<file path="src/rtl/reg_dump_pkg.sv">
// reg_dump_pkg: state encoding and default sizes for the register file dump reader.
package reg_dump_pkg;
  localparam int DEF_NUM_REGS = 8;
  localparam int DEF_DATA_W = 16;
  localparam int DEF_ADDR_W = 3;
  typedef enum logic [2:0] {IDLE, READ, SEND, CSUM, DONE} state_t;
endpackage

</file>
<file path="src/rtl/reg_file_dump_reader.sv">
// reg_file_dump_reader: walks R0..NUM_REGS-1 through one file read port and streams the words out.
// Optional trailing checksum word when REG_DUMP_CHECKSUM_EN is defined.
module reg_file_dump_reader
  import reg_dump_pkg::*;
#(
  parameter int NUM_REGS = DEF_NUM_REGS,
  parameter int DATA_W = DEF_DATA_W,
  parameter int ADDR_W = DEF_ADDR_W
) (
  input  logic              Clk,
  input  logic              Reset_n,
  input  logic              Start,
  input  logic              Abort,
  output logic [ADDR_W-1:0] Rd_Addr,
  input  logic [DATA_W-1:0] Rd_Data,
  output logic              Dout_Valid,
  input  logic              Dout_Ready,
  output logic [DATA_W-1:0] Dout_Data,
  output logic [ADDR_W-1:0] Dout_Idx,
  output logic              Dout_Last,
`ifdef REG_DUMP_CHECKSUM_EN
  output logic              Dout_Csum,
`endif
  output logic              Busy,
  output logic              Done
);
  state_t state;
  logic [ADDR_W-1:0] ptr;
  logic hs, at_last;
`ifdef REG_DUMP_CHECKSUM_EN
  logic [DATA_W-1:0] acc;
`endif
  assign Rd_Addr = ptr;
  assign hs = Dout_Valid && Dout_Ready;
  assign at_last = ptr == ADDR_W'(NUM_REGS - 1);
  always_ff @(posedge Clk or negedge Reset_n) begin
    if (!Reset_n) begin
      state <= IDLE;
      ptr <= '0;
      Dout_Valid <= 1'b0;
      Dout_Data <= '0;
      Dout_Idx <= '0;
      Dout_Last <= 1'b0;
      Busy <= 1'b0;
      Done <= 1'b0;
`ifdef REG_DUMP_CHECKSUM_EN
      acc <= '0;
      Dout_Csum <= 1'b0;
`endif
    end else begin
      Done <= 1'b0;
      if (Abort) begin
        state <= IDLE;
        ptr <= '0;
        Dout_Valid <= 1'b0;
        Dout_Last <= 1'b0;
        Busy <= 1'b0;
`ifdef REG_DUMP_CHECKSUM_EN
        acc <= '0;
        Dout_Csum <= 1'b0;
`endif
      end else begin
        case (state)
          IDLE: if (Start) begin
            state <= READ;
            ptr <= '0;
            Busy <= 1'b1;
`ifdef REG_DUMP_CHECKSUM_EN
            acc <= '0;
`endif
          end
          READ: begin
            Dout_Data <= Rd_Data;
            Dout_Idx <= ptr;
`ifdef REG_DUMP_CHECKSUM_EN
            Dout_Last <= 1'b0;
`else
            Dout_Last <= at_last;
`endif
            Dout_Valid <= 1'b1;
            state <= SEND;
          end
          SEND: if (hs) begin
            Dout_Valid <= 1'b0;
`ifdef REG_DUMP_CHECKSUM_EN
            acc <= acc + Dout_Data;
`endif
            if (!at_last) begin
              ptr <= ptr + ADDR_W'(1);
              state <= READ;
            end else begin
`ifdef REG_DUMP_CHECKSUM_EN
              // trailing word carries the sum including the word just accepted
              state <= CSUM;
              Dout_Valid <= 1'b1;
              Dout_Data <= acc + Dout_Data;
              Dout_Idx <= '0;
              Dout_Last <= 1'b1;
              Dout_Csum <= 1'b1;
`else
              state <= DONE;
              Dout_Last <= 1'b0;
`endif
            end
          end
`ifdef REG_DUMP_CHECKSUM_EN
          CSUM: if (hs) begin
            Dout_Valid <= 1'b0;
            Dout_Last <= 1'b0;
            Dout_Csum <= 1'b0;
            state <= DONE;
          end
`endif
          DONE: begin
            Done <= 1'b1;
            ptr <= '0;
            Busy <= 1'b0;
            state <= IDLE;
          end
          default: begin
            state <= IDLE;
            Busy <= 1'b0;
          end
        endcase
      end
    end
  end
endmodule
</file>
<file path="config.mk">
export PLATFORM = sky130hd
export DESIGN_NAME = reg_file_dump_reader
export DESIGN_NICKNAME = d
export VERILOG_FILES = /design/src/rtl/reg_dump_pkg.sv /design/src/rtl/reg_file_dump_reader.sv
export SDC_FILE = /design/constraint.sdc
export NUM_CORES = 1
export LEC_CHECK = 0
export ABC_CLOCK_PERIOD_IN_PS = 3630
export BUFFER_PORTS_ARGS = -buffer_cell sky130_fd_sc_hd__clkbuf_2
export CAP_MARGIN = 20
export CORE_UTILIZATION = 54
export CTS_BUF_LIST = sky130_fd_sc_hd__clkbuf_8
export DETAILED_ROUTE_END_ITERATION = 6
export PLACE_DENSITY = 0.87
export SYNTH_ARGS = -nofsm -noshare
export SYNTH_HDL_FRONTEND = slang
export SYNTH_SLANG_ARGS = --single-unit
</file>
<file path="constraint.sdc">
create_clock -name Clk -period 3.63 [get_ports Clk]
set_input_delay 0.5445 -clock Clk [delete_from_list [all_inputs] [get_ports Clk]]
set_output_delay 0.5445 -clock Clk [all_outputs]
set_load 0.01 [all_outputs]
</file>
==> summary.txt <==
Status
  – Outcome: finished, final reports clean

Die
  – Die height: 50.83 µm
  – Die area: 2584 µm²
  – Starting Density: 57.65%
  – Die W: 50.83 µm
  – Core area: 2233 µm²
  – I/O pin total: 47
  – # rows: 17

Clocking
  – CTS sink count: 29
  – Postcts setup bufs: 0
  – Clock Tree Root: clkbuf_8
  – H-tree Lvls: 2
  – Hold Buf Count CTS: 0
  – Post-CTS Resized: 0
  – Clk slew on worst S/H paths: 60 ps
  – CTS tree: yes
  – Clock insertion delay at the later pin of the skew report: 280 ps
  – Max Root-Sink Buffers: 2
  – Total CTS buffers: 5

Setup path
  – Startpoint Class: flip-flop
  – Worst EP required: 3790 ps
  – Slowest CP cell: nor3_4
  – CP max FO: 19
  – R2r startpoint: state[1]
  – Critical Path End Type: flip-flop
  – Critical Path Start: state[1]
  – WP data arrival: 2150 ps
  – CP peak stage delay: 660 ps
  – Critical path type: reg -> reg
  – Cell Chain, Critical Path: nand2b_2 -> nor3_4 -> mux2_2

STA
  – Clock Skew: 4.363 ps
  – Unrepaired setup endpoints after global routing: false
  – Final worst slack: 1642 ps
  – Final Cycle Share: 54.78%
  – Relative slew slack: 44.22%
  – Sum Neg Setup Slack: 0 ps
  – Slew Limit Fails: 0
  – F_max: 502.9 MHz
  – Crit path time final: 1989 ps
  – Final hold vios: 0
  – Worst-Margin Slew: 834.0 ps
  – Setup Viol. Count Final: 0

Place
  – HPWL after DPL: 1729 µm
  – Buffers on Ports: 46
  – Routability cong.: 0.7588
  – Placed inst area: 1518 µm²
  – Placement Setup Slack: 1574 ps

Power
  – VDD IR max: 0.0003720 V
  – Cell Pwr Density: 522.5 nW/µm²
  – Net Switching: 234.1 µW
  – Seq pwr share: 49.7%
  – Comb pwr share: 21.1%
  – Clock power frac: 29.3%
  – Switching share of power: 28.00%
  – Pint: 601.9 µW
  – Leak: 0.0007750 µW

Yosys
  – Synth Area in Simple Gates: 11.95%
  – Synth unique cells: 30
  – EDFF count, synth: 0
  – Mux cell area share after synthesis: 16.62%
  – Main combinational cell family by area after synthesis: multiplexers
  – Post-synth top flop: dfrtp_1
  – Synth warn: 0
  – Avg Cell Area, Syn: 13.41 µm²
  – Synth Net Count: 120
  – Post-Syn Area: 1287 µm²
  – Sequential fraction of the synthesis area: 56.37%
  – Synth Area in Adders: 2.915%
  – Post-synth ARST share: 100.0%
  – Syn Inst Count: 96
  – Yosys reg bits: 29
  – Synth Area in Compound Gates: 7.969%
  – Synth Area in XOR/XNOR: 0%

GRT
  – First-pass GRT wire length: 4015 µm
  – Vias in the first global route: 907
  – Total gr overflow: 0
  – Tot GR Track Use: 22.19%
  – Largest net degree at the start of global routing: 30
  – Initial antenna violation count: 0

Route
  – Vias per cell: 5.376
  – Remaining DRCs: 0
  – DR pass1 iterations: 5
  – Number of DRC markers in iteration 0: 16
  – DR vias: 930
  – Drt wl/cell: 14.02 µm
  – Final ANT Viol Nets: 0
  – Routed WL: 2426 µm

Cells and area
  – Area delta synth->final: 24.30%
  – Share of cells above drive strength 1: 53.10%
  – ANT cells: 0
  – Final nets: 168
  – Design area: 1600 µm²
  – Utilization after layout: 71.65%

Flow run
  – Max-cap violation count: 0

Hold path
  – Hold Path Class: in -> async
metal layers:
metal / wire length [µm] / vias to the layer above / GRT usage (%)
met3: 137 / 6 / 8.631
li1: - / 438 / -
met2: 1289 / 24 / 36.89
met4: 38 / 0 / 9.722
met5: 0 / - / 0
met1: 960 / 462 / 25.35
per-stage QoR:
step,total power (µW),instances,hold WS (ps)
after floorplan,512.0,96,248.9
after global placement,585.7,165,490.2
after detailed placement,597.4,165,495.4
after CTS,845.1,173,318.1
after global routing,877.3,173,359.6
final,836.1,173,297.6
cells in the final DEF (no fill, tap or decap), types with 2 or more instances in the layout:
cell type and n:
a21oi_1 2, clkbuf_2 46, clkbuf_8 5, clkinv_2 2, dfrtp_1 29, ha_1 3
inv_1 6, mux2_2 19, nand2_1 3, nand2b_1 4, nor2_1 3, nor3_1 4
o32ai_1 2
state kept, by name, indices dropped and copies added (netlist names):
name,count
Dout_Data,16
Dout_Idx,3
Rd_Addr,3
state,3
Busy,1
Done,1
Dout_Last,1
Dout_Valid,1
Yosys cell counts, types with 2 or more instances:
library cell   n  area (µm²)
a21oi_1        2       10.01
buf_6          2       22.52
clkbuf_1       2       7.510
dfrtp_1       29       725.7
ha_1           3       37.54
inv_1          5       18.77
mux2_2        19       214.0
nand2_1        3       11.26
nand2b_1       4       25.02
nor2_1         3       11.26
nor3_1         4       20.02
o32ai_1        2       17.52
cell families after synthesis:
logic type	after synthesis
multiplexers	19
AND/OR/NAND/NOR	23
flip-flops	29
buffers and inverters	10
AO/OA/AOI/OAI	12
adder cells (fa/ha/maj)	3
path summary, 6_finish.rpt:
kind	endpoint	slack [ps]	depth (start not counted)
worst max-delay path	Dout_Data[3]	1640	3
min in group Clk	Dout_Data[6]	490	2
max in group asynchronous	Done	2890	1
worst max register to register	Dout_Data[3]	1640	3
worst min-delay path	Dout_Idx[0]	300	1
worst min register to register	Dout_Data[2]	510	1
worst max-delay path, delay by kind of cell, from the launching register on:
kind             cells  cell delay (ps)
AND/OR/NAND/NOR      2              950
flip-flops           1              500
multiplexers         1              420
power by group through the flow:
stage          Sequential [µW]  Combinational (µW)  Clock [µW]
5_1_grt                    421                 192         265
6_report                   415                 176         245
2_1_floorplan              440                72.0           0
3_5_place_dp               420                 178           0
3_3_place_gp               415                 170           0
4_1_cts                    415                 179         251
area by class of cell:
cell class | count | area (µm²)
multi-input cells | 57 | 508.0
fillers | 168 | 633.1
clock inverters | 3 | 13.76
flip-flops and latches | 29 | 725.7
clock buffers | 5 | 68.82
repair buffers | 46 | 230.2
inverters | 5 | 18.77
well taps | 28 | 35.03
Power figures use the tool's default switching activity.
